==> src/rtl/hazard_ctrl.sv <==
// Hazard and forwarding controller for a 4-stage RV32I pipeline.
// Tracks EX/MEM destinations, drives forwarding selects, load-use stalls and flush bubbles.
module hazard_ctrl #(
    parameter int NB_OPERAND = 5,
    parameter int NB_CNT     = 16
) (
    input  logic                  i_clock,
    input  logic                  i_reset_n,
    input  logic                  i_id_valid,
    input  logic [NB_OPERAND-1:0] i_id_rs1,
    input  logic [NB_OPERAND-1:0] i_id_rs2,
    input  logic                  i_id_use_rs1,
    input  logic                  i_id_use_rs2,
    input  logic [NB_OPERAND-1:0] i_id_rd,
    input  logic                  i_id_reg_write,
    input  logic                  i_id_is_load,
    input  logic                  i_flush,
    output logic [1:0]            o_fwd_rs1,
    output logic [1:0]            o_fwd_rs2,
    output logic                  o_stall,
    output logic                  o_bubble,
    output logic [NB_CNT-1:0]     o_stall_cnt
);

    typedef struct packed {
        logic                  valid;
        logic [NB_OPERAND-1:0] rd;
        logic                  reg_write;
        logic                  is_load;
    } ex_slot_t;

    // At writeback a load and an ALU result look identical, so MEM drops is_load.
    typedef struct packed {
        logic                  valid;
        logic [NB_OPERAND-1:0] rd;
        logic                  reg_write;
    } mem_slot_t;

    localparam logic [1:0] FWD_RF  = 2'b00;
    localparam logic [1:0] FWD_EX  = 2'b01;
    localparam logic [1:0] FWD_MEM = 2'b10;

    ex_slot_t          r_ex;
    mem_slot_t         r_mem;
    logic [NB_CNT-1:0] r_stall_cnt;

    ex_slot_t w_id_slot;
    logic     w_ex_live;
    logic     w_mem_live;
    logic     w_rs1_load_hit;
    logic     w_rs2_load_hit;
    logic     w_stall;
    logic     w_bubble;

    assign w_id_slot  = {i_id_valid, i_id_rd, i_id_reg_write, i_id_is_load};
    assign w_ex_live  = r_ex.valid & r_ex.reg_write & (r_ex.rd != '0);
    assign w_mem_live = r_mem.valid & r_mem.reg_write & (r_mem.rd != '0);

    function automatic logic [1:0] fwd_sel(
        input logic                  id_valid,
        input logic                  use_s,
        input logic [NB_OPERAND-1:0] rs,
        input logic                  ex_live,
        input ex_slot_t              ex,
        input logic                  mem_live,
        input mem_slot_t             mem
    );
        logic [1:0] sel;
        sel = FWD_RF;
        if (id_valid && use_s && (rs != '0)) begin
            // EX is checked first so the youngest producer wins.
            if (ex_live && (ex.rd == rs) && !ex.is_load)
                sel = FWD_EX;
            else if (mem_live && (mem.rd == rs))
                sel = FWD_MEM;
        end
        return sel;
    endfunction

    assign o_fwd_rs1 = fwd_sel(i_id_valid, i_id_use_rs1, i_id_rs1,
                               w_ex_live, r_ex, w_mem_live, r_mem);
    assign o_fwd_rs2 = fwd_sel(i_id_valid, i_id_use_rs2, i_id_rs2,
                               w_ex_live, r_ex, w_mem_live, r_mem);

    assign w_rs1_load_hit = i_id_use_rs1 & (i_id_rs1 != '0) & (r_ex.rd == i_id_rs1);
    assign w_rs2_load_hit = i_id_use_rs2 & (i_id_rs2 != '0) & (r_ex.rd == i_id_rs2);

    // A flush kills the dependent instruction, so it overrides the load-use stall.
    assign w_stall  = i_id_valid & ~i_flush & w_ex_live & r_ex.is_load
                    & (w_rs1_load_hit | w_rs2_load_hit);
    assign w_bubble = w_stall | i_flush;

    assign o_stall     = w_stall;
    assign o_bubble    = w_bubble;
    assign o_stall_cnt = r_stall_cnt;

    // NOTE: sequential state uses non-blocking assignments so every register
    // samples the pre-edge values of the others, matching real flops.
    always_ff @(posedge i_clock or negedge i_reset_n) begin
        if (!i_reset_n) begin
            r_ex        <= '0;
            r_mem       <= '0;
            r_stall_cnt <= '0;
        end else begin
            r_mem <= {r_ex.valid, r_ex.rd, r_ex.reg_write};
            r_ex  <= w_bubble ? '0 : w_id_slot;
            if (w_stall && (r_stall_cnt != '1))
                r_stall_cnt <= r_stall_cnt + NB_CNT'(1);
        end
    end

endmodule

==> config.mk <==
export PLATFORM = sky130hd
export DESIGN_NAME = hazard_ctrl
export DESIGN_NICKNAME = d
export VERILOG_FILES = /design/src/rtl/hazard_ctrl.sv
export SDC_FILE = /design/constraint.sdc
export NUM_CORES = 1
export LEC_CHECK = 0
export ABC_AREA = 1
export BUFFER_PORTS_ARGS = -buffer_cell sky130_fd_sc_hd__buf_2
export CAP_MARGIN = 20
export CORE_MARGIN = 8
export CORE_UTILIZATION = 30
export DETAILED_ROUTE_END_ITERATION = 8
export SLEW_MARGIN = 5
export SYNTH_ARGS = -nofsm -noshare
export SYNTH_HDL_FRONTEND = slang
export SYNTH_SLANG_ARGS = --single-unit
==> constraint.sdc <==
create_clock -name i_clock -period 3.5 [get_ports i_clock]
set_input_delay 0.7 -clock i_clock [delete_from_list [all_inputs] [get_ports i_clock]]
set_output_delay 0.7 -clock i_clock [all_outputs]
set_load 0.03 [all_outputs]
# Word-level counts from Yosys, hierarchy flattened
# Cells that the tools add are included.
[totals]
regBits = 31
latchBits = 0
mem_bits_rw = 0
mem_bits_ro = 0
in_bits = 23
output_inout_bits = 22
memories = 0
[classes]
addsub = 1
multipliers = 0
n_div = 0
magnitude_cmp = 0
eq_ne = 5
shifts = 0
mux = 7
bitwise_logic = 15
reduce_logical = 16
[ops]
columns = ["op", "n"]
rows = [
  ["5-bit equality test", 4],
  ["5-bit nonzero test", 4],
  ["16-bit by 1-bit adder with 16-bit output, second input constant", 1],
  ["16-bit != test, second input constant", 1],
  ["1-bit bitwise AND", 12],
  ["2-bit two-way mux", 6],
  ["1-bit logical AND", 11],
  ["8-bit two-way mux", 1],
  ["1-bit OR", 2],
  ["1-bit logical NOT", 1],
  ["1-bit inverter", 1],
]

# Longest topological paths before layout
# Gate-level depths: netlist of run 1.
[depth]
word_depth = 7
mapped_depth = 11
mapped_depth_nobuf = 10

# Worst setup path after synthesis of run 1
# No wires, ideal clock.
[synth_path]
path_kind = "input port to output port"
start = "in i_id_rs2[1]"
end = "out o_fwd_rs2[1]"
arrival_time_ns = 1.831
required_time_ns = 2.800
setup_slack_ns = 0.969
cell_stages = 4
path_buffers = 0
path_cell_list = "xor2_1 > nor3_1 > nand3_1 > nor3b_1"
[synth_via]
elab_chain_cells = 5
elab_cells_between_ends = 10
[synth_rtl]
columns = ["element", "line", "rtl"]
rows = [
  ["from (decl)", "11", "input logic [NB_OPERAND-1:0] i_id_rs2,"],
  ["5-bit equality test, on equally long branches", "74, 72", ""],
  ["1-bit logical AND, on equally long branches", "74, 72", ""],
  ["2-bit two-way mux or 1-bit logical AND (tied branches)", "74, 72", ""],
  ["2-bit two-way mux", "72", "if (ex_live && (ex.rd == rs) && !ex.is_load)"],
  ["2-bit two-way mux (*)", "70", "if (id_valid && use_s && (rs != '0)) begin"],
  ["to (decl)", "19", "output logic [1:0] o_fwd_rs2,"],
]
# Mark *: on every way between the ends. The rest lies on a longest branch, timed or not.

# Worst setup path after layout of run 1
[layout_path]
start = "in i_id_rs2[4]"
end = "out o_bubble"
[layout_via]
elab_chain_cells = 6
elab_cells_between_ends = 7
[layout_rtl]
columns = ["element", "line", "rtl"]
rows = [
  ["5-bit nonzero test", "86", "assign w_rs2_load_hit = i_id_use_rs2 & (i_id_rs2 != '0) & (r_ex.rd == i_id_rs2);"],
  ["1-bit bitwise AND", "86", ""],
  ["1-bit bitwise AND (*)", "86", ""],
  ["1-bit OR (*)", "90", "& (w_rs1_load_hit | w_rs2_load_hit);"],
  ["1-bit bitwise AND (*)", "90", ""],
  ["1-bit OR (*)", "91", "assign w_bubble = w_stall | i_flush;"],
  ["to (decl)", "21", "output logic o_bubble,"],
]
# Marks and branches as above.

==> summary.md, run 1 <==
In this run the register-to-register setup slack is 1.64 ns. In the global route stage, overall resource usage came out at 11.0%. Clock-pin slew was measured on the worst setup and hold paths at 0.07 ns. In this design, the critical path's most frequently occurring cell is sky130_fd_sc_hd__nand2_1.

After detailed routing, the number of remaining DRC violations is 0. Setup violations remaining at the end of the flow were counted as 0. For the cell row count, the log shows 29. Once the clock tree was built, the resizer swapped 0 gates to a different size. The critical path starts at i_id_rs2[4].

The maximum fanout along the worst path was 18; the timing-limited maximum frequency was 365 MHz. TritonCTS built the clock tree. The core box area was 6390 sq um; the stage delay of the slowest cell on the critical path was 0.23 ns. The cell with the largest stage delay on the worst path is sky130_fd_sc_hd__buf_2.

The growth of design area from synthesis to finish works out to 20.3%. The critical path goes through buf_2 -> inv_1 -> nand2_1 -> nand2_1 -> nand3_1 -> nor2_2 -> nand2_2 -> nand2_4 -> nand2_1 -> nand2_2 -> buf_2. For the worst setup path, the data required time is 2.80 ns.

The net count reported at finish was 327; the wire length of the first global-routing pass was 8.76 mm. For the synthesized netlist cell count, the log shows 256. The setup path with the least slack is of type input pin to output pin. Dividing the synthesized area by the synthesized cell count gives 7.76 sq um. The logs give 0 for the number of antenna violations at the first check in global routing and 23 for the number of distinct library cell variants in the gate-level netlist after synthesis.

The die extent in y works out to 97.4 microns. The logs give 373 for the count of placed standard cells including taps and 0 for the number of failing hold endpoints at the final stage. The mapped netlist covers 1990 sq um. The tools report the number of cells in the finished layout apart from fillers as 381. The worst register-to-register path begins at o_stall_cnt[0]. The remaining global-route overflow came out at 0.

The flow ran to the end, and the final reports show no timing, DRC or antenna violations. The cell depth of the worst hold path came out at 0. The detail-routed via count per cell came out at 4.54. At the worst endpoint, the arrival time is 2.04 ns.

Cells fill 37.4% of the core in the end. The detailed router placed 1731 vias in this run. The count of maximum capacitance violations was 0. The path depth of the worst reg2reg path works out to 7. For the number of synthesis warnings, the log shows 0. Setup repair after global routing left no endpoint under its margin. The number of setup buffers added after CTS is 0, and the sum of buffers and inverters on the critical path is 3.

The sequential fraction of the synthesis area came out at 39.0%. Once placement finished, the instance area stood at 2270 sq um. The run gives 5.09 mm as the total detailed-routing wirelength.

Kind of launch point of the worst setup path: an input pin. The worst pin sits at a relative slew slack of 54.0%. Half-perimeter wire length after placement: 3.95 mm. The worst register-to-register path ends at o_stall_cnt[1]. The type of destination of the critical path is an output pin. For the buffer levels on the longest clock path, the log shows 2. In the final routed layout, each cell accounts on average for 13.4 microns.

At the pin with the least slew margin, the transition time is 0.690 ns. For the number of optimization iterations in the first detailed-route pass, the log shows 4. The tools report the global placement routability congestion as 0.890. CTS placed an instance of sky130_fd_sc_hd__clkbuf_8 at the clock tree root.

The tree built by TritonCTS fans out to 31 sinks. After layout, the minimum clock period comes to 2.74 ns. After routing, the total negative slack on setup checks comes to 0 ns.

Number of global-route vias before repair: 1825. The worst hold path terminates at r_mem[0]. The die is 97.4 microns wide. The tools report the count of routing violations after the opening detailed-route iteration as 79. In the finished design, the share of the clock period the worst path needs comes to 78.2%. The total design power came out at 0.000817 W.

The worst hold path begins at r_ex[1]. Of the cells placed in the final design, the portion with a size suffix greater than 1 is 25.0%. The number of clock buffers added by TritonCTS is 5. During placement, the flow inserted port buffers numbering 44.

VDD sags by at most 0.000176 V. The number of nets in the synthesized netlist is 280. Ratio of total power to cell area: 342 nW/um^2.

The cell family contributing the most delay on the critical path is simple AND/OR/NAND/NOR gates. The finished cells cover 2390 sq um. The floorplan step defined a die boundary enclosing 9480 sq um. The run gives 0.00320 ns as the clock skew. The run gives 0 as the hold buffer count at cts.

The detail route stage leaves a number of antenna-violating nets equal to 0. The clock tree synthesis step divided the H-tree into 2 levels. The run gives 31.1% as the initial standard-cell utilization of the core. The path class of the tightest hold or removal check is flop to flop. 0 antenna diodes ended up in the layout. In this run, synthesis produced a sequential element count of 31. For the count of final max-slew check failures, the log shows 0. The logs give 0.28 ns for the clock latency of the later-clocked register in the worst-skew pair and 1.28 nW for the leakage power.

Entering global routing, the biggest net connects 32 pins. 45 I/O pins were placed.
cell usage after synthesis:
cell	instances	area (sq um)
sky130_fd_sc_hd__nand2_1	68	255
sky130_fd_sc_hd__dfrtp_1	31	776
sky130_fd_sc_hd__inv_1	31	116
sky130_fd_sc_hd__nor2_1	28	105
sky130_fd_sc_hd__nand4_1	20	125
sky130_fd_sc_hd__xnor2_1	19	166
sky130_fd_sc_hd__nand2_2	13	81.3
sky130_fd_sc_hd__nand3_1	13	65.1
sky130_fd_sc_hd__xor2_1	8	70.1
sky130_fd_sc_hd__nor2_2	4	25.0
sky130_fd_sc_hd__nor3_1	4	20.0
sky130_fd_sc_hd__buf_2	3	15.0
sky130_fd_sc_hd__nand3_2	2	20.0
sky130_fd_sc_hd__nor3b_1	2	15.0
sky130_fd_sc_hd__o21ai_0	2	10.0
sky130_fd_sc_hd__buf_8	1	15.0
sky130_fd_sc_hd__ha_1	1	12.5
sky130_fd_sc_hd__nand2_4	1	11.3
sky130_fd_sc_hd__nand3_4	1	17.5
sky130_fd_sc_hd__nand3b_1	1	7.51
sky130_fd_sc_hd__nand4_4	1	21.3
sky130_fd_sc_hd__nor2_8	1	20.0
sky130_fd_sc_hd__nor3_4	1	16.3
how the worst max path moves through the flow:
stage	endpoint	slack, ns	cells after the start
after floorplan	o_fwd_rs2[1]	0.97	4
after global placement	o_bubble	0.81	11
after detailed placement	o_bubble	0.76	11
after CTS	o_bubble	0.76	11
after global routing	o_bubble	0.60	11
final	o_bubble	0.76	11
layer usage:
metal  wire length (microns)  vias to the layer above  track usage (%)
li1                        -                      900                -
met1                    2370                      787             13.1
met5                       0                        -                0
met2                    2330                       40             17.9
met3                     340                        4             4.34
met4                      55                        0             3.15
cells by family after synthesis:
logic type / after synthesis / share of synthesized area, %
simple gates: 160 / 40.6
buf+inv: 35 / 7.37
flops: 31 / 39.0
xor+xnor: 27 / 11.9
compound gates: 2 / 0.504
fa+ha+maj: 1 / 0.630
power breakdown:
part / total, W / switching, W / internal [W]
Clock: 0.000368 / 0.000138 / 0.000230
Sequential: 0.000377 / 0.00000940 / 0.000367
Combinational: 0.0000725 / 0.0000423 / 0.0000301
sequential cells by signal, summed over array words and instances, names as in the netlist:
| name | count |
|---|---|
| r_mem | 7 |
| r_ex | 8 |
| o_stall_cnt | 16 |
area by class of cell:
class	count	area (sq um)
clock buffer	6	82.6
clock inverter	2	35.0
fill	669	4000
inverter	31	116
multi-input combinational	190	1060
sequential	31	776
tap	77	96.3
timing repair buffer	44	220
layout by cell type (no fill, tap or decap), types with 2 or more instances in the layout:
master                     count
sky130_fd_sc_hd__nand3_1      13
sky130_fd_sc_hd__inv_1        31
sky130_fd_sc_hd__nor2_2        4
sky130_fd_sc_hd__dfrtp_1      31
sky130_fd_sc_hd__o21ai_0       2
sky130_fd_sc_hd__nor3_1        4
sky130_fd_sc_hd__nand2_2      13
sky130_fd_sc_hd__buf_2        44
sky130_fd_sc_hd__nand4_1      20
sky130_fd_sc_hd__xor2_1        8
sky130_fd_sc_hd__nor3b_1       2
sky130_fd_sc_hd__nand2_1      68
sky130_fd_sc_hd__xnor2_1      19
sky130_fd_sc_hd__clkbuf_8      6
sky130_fd_sc_hd__nand3_2       2
sky130_fd_sc_hd__nor2_1       28
through the flow:
| step | setup slack [ns] | hold WS (ns) |
|---|---|---|
| 6_report | 0.764 | 0.398 |
| 5_1_grt | 0.605 | 0.407 |
| 4_1_cts | 0.760 | 0.398 |
| 3_5_place_dp | 0.764 | 0.382 |
| 3_3_place_gp | 0.808 | 0.382 |
| 2_1_floorplan | 0.969 | 0.372 |
No activity file was read; power rests on OpenSTA's default activity.
==> run 2, diff against run 1 <==
==> constraint.sdc (replaced) <==
create_clock -name i_clock -period 2.67 [get_ports i_clock]
set_input_delay 0.534 -clock i_clock [delete_from_list [all_inputs] [get_ports i_clock]]
set_output_delay 0.534 -clock i_clock [all_outputs]
set_load 0.03 [all_outputs]
==> run 2 against run 1 <==
  * Sequential cell count is the same
  * Non-clock buffer count up 2
  * Count of clock-buffer cells in the layout did not move
  * Total power increased by 31%
  * Clock power increased by 30%
  * Cell count grew 0.52%
  * Worst setup slack got worse by 0.38 ns
  * Critical endpoint is now o_fwd_rs1[1]
  * Largest power group unchanged
  * Highest routed layer unchanged
==> summary.md, run 2 (same netlist as run 1, synthesis figures left out) <==
The largest net degree at the start of global routing was 32 (unchanged); the average wire per cell in the routed design was 13.4 microns (+0.10%). For the half-perimeter wire length after placement, the log shows 3.98 mm (+0.80%). The die extent in y works out to 97.4 microns (unchanged). The leakage power is 1.29 nW (+0.85%). For the post-layout worst setup margin, the log shows 0.381 ns (-0.383 ns). The tools report the clock latency of the later-clocked register in the worst-skew pair as 0.28 ns (about the same). The final design instance area without fill came out at 2410 sq um (+0.63%). The number of setup buffers added after CTS was 0 (unchanged). The smallest clock period supported by the final layout is computed as 2.29 ns. The tools report the peak supply drop as 0.000197 V (+12%). The logs give 5.12 mm (+0.63%) for the total detailed-routing wirelength and 53.4% (-0.58 points) for the headroom to the max-slew limit. The number of I/O pins is 45 (unchanged), and the floorplan die width is 97.4 microns (unchanged). Clock skew: 0.00636 ns (+0.00316 ns). The worst setup path is launched from a flop. The logs give 2.14 ns (-0.66 ns) for the worst path required time and 0 (unchanged) for the number of resized instances in the post-cts repair step. The number of failing hold endpoints at the final stage is 0 (unchanged). In this run the critical register-to-register path is launched from o_stall_cnt[0]. The tools report the antenna diode count as 0 (unchanged).

The worst register-to-register path ends at o_stall_cnt[1]. Number of antenna violations at the first check in global routing: 0 (unchanged). The final design utilization was 37.7% (+0.24 points).

TritonCTS built the clock tree. Post-place setup slack: 0.454 ns (-0.310 ns). The top cell types in the final layout, fill and taps aside, are sky130_fd_sc_hd__nand2_1, sky130_fd_sc_hd__buf_2, sky130_fd_sc_hd__inv_1, sky130_fd_sc_hd__dfrtp_1, sky130_fd_sc_hd__nor2_1. Following the worst setup path forward leads to its endpoint at o_fwd_rs1[1]. The count of final max-slew check failures was 0 (unchanged); the actual transition at the worst max-transition pin was 0.698 ns (+0.00863 ns).

The total design power is 0.00107 W (+31%), and the core box area is 6390 sq um (unchanged). The growth of design area from synthesis to finish works out to 21.1%. The maximum fanout along the worst path was 4 (-14); the buffer levels on the longest clock path was 2 (unchanged). The type of destination of the critical path was an output pin.

The number of inserted filler cells in the final layout was 681 (+1.8%). The net count reported at finish came out at 329 (+0.61%). The tools report the total of endpoints with negative setup slack in the final report as 0 (unchanged). The cell sitting at the root of the clock tree is a sky130_fd_sc_hd__clkbuf_8. The commonest non-fill, non-tap cell in the layout was sky130_fd_sc_hd__nand2_1.

The run finished with clean final reports. The cell area after placement is 2290 sq um (+0.66%), and the count of routing violations after the opening detailed-route iteration is 94 (+19%). The logs give 9480 sq um (unchanged) for the die outline area and 2 (unchanged) for the maximum level of the CTS H-tree.

The run gives 0 (unchanged) as the count of maximum capacitance violations. Setup repair after global routing left no endpoint under its margin. The path depth of the worst reg2reg path is 7 (unchanged), and the number of flip-flops in the largest register is 16 (unchanged).

The residual DRC count is 0 (unchanged). Dividing the final minimum period by the clock period gives 85.7%. The post-detailed-route count of antenna-violating nets is 0 (unchanged), and the number of optimization iterations in the first detailed-route pass is 4 (unchanged).

The worst path arrival time is 1.75 ns (-0.29 ns), and the count of input and output buffers is 44 (unchanged). The hold buffer count at cts was 0 (unchanged); the total negative slack was 0 ns (unchanged). In this run the worst hold path is classified as input pin to async pin. The run gives 0 (unchanged) as the remaining global-route overflow. The tools report the total routing usage reported by global routing as 11.2% (+0.14 points). The wire length of the first global-routing pass came out at 8.80 mm (+0.55%). The initial standard-cell utilization of the core was 31.1% (unchanged); the number of clock sinks was 31 (unchanged). Number of buffers inserted during clock tree synthesis: 5 (unchanged).

The clock-pin slew on the worst setup and hold paths is 0.07 ns (about the same), and the total via count after detailed routing is 1769 (+2.2%). The tools report the cell row count as 29 (unchanged). The global placement routability congestion came out at 0.887 (-0.35%). The most critical setup path has its startpoint at r_ex[4]. The register-to-register setup slack is 0.81 ns (-0.83 ns), and the ratio of total power to cell area is 444 nW/um^2 (+30%). The run gives 437 MHz as the timing-limited maximum frequency.

The tools report the number of global-route vias before repair as 1900 (+4.1%). The detail-routed via count per cell was 4.62 (+1.7%). The critical path start-end classification is flop to output pin. The share of layout cells above drive strength 1 is 25.5% (+0.49 points).
-- run 2: cell count changes in the layout (fill, tap and decap cells not counted) --
cell	before	now
sky130_fd_sc_hd__buf_4	0	2
-- run 2: worst min path at each step --
stage | startpoint | endpoint | slack, ns | cells past startpoint
after floorplan | i_reset_n | o_stall_cnt[0] | 0.24 | 0
after global placement | r_ex[1] | r_mem[0] | 0.38 | 0
after detailed placement | r_ex[7] | r_mem[6] | 0.38 | 0
after CTS | i_reset_n | o_stall_cnt[13] | 0.32 | 1
after global routing | i_reset_n | o_stall_cnt[10] | 0.34 | 1
final | i_reset_n | o_stall_cnt[10] | 0.29 | 1
-- run 2: final cells by class --
cell class	instances	area (sq um)	area share (%)
Sequential cell	31	776	32.2
Clock buffer	6	82.6	3.43
Inverter	31	116	4.84
Multi-Input combinational cell	190	1060	44.3
Timing Repair Buffer	46	235	9.78
Clock inverter	2	35.0	1.46
Tap cell	77	96.3	4.00
-- run 2: power by group --
part           internal [W]  switching [W]
registers          0.000481      0.0000115
logic             0.0000400      0.0000563
clock network      0.000302       0.000178
-- run 2: metrics by stage --
stage	hold slack, ns	std cells
2_1_floorplan	0.238	256
3_5_place_dp	0.383	375
3_3_place_gp	0.380	375
5_1_grt	0.345	383
4_1_cts	0.323	383
6_report	0.291	383
-- run 2: critical path: stages (launching register included) --
cell	delay (ns)
sky130_fd_sc_hd__dfrtp_1	0.42
sky130_fd_sc_hd__nor3_1	0.20
sky130_fd_sc_hd__nand3_1	0.13
sky130_fd_sc_hd__nand3_2	0.14
sky130_fd_sc_hd__nor2_1	0.08
sky130_fd_sc_hd__nand2_1	0.07
sky130_fd_sc_hd__nor3b_1	0.18
sky130_fd_sc_hd__buf_2	0.23
-- run 2: layer usage --
| layer | global-route usage [%] | share of wire [%] |
|---|---|---|
| met1 | 12.6 | 44 |
| met5 | 0 | 0 |
| met2 | 18.9 | 48 |
| met4 | 3.38 | 1.1 |
| met3 | 4.41 | 7.5 |
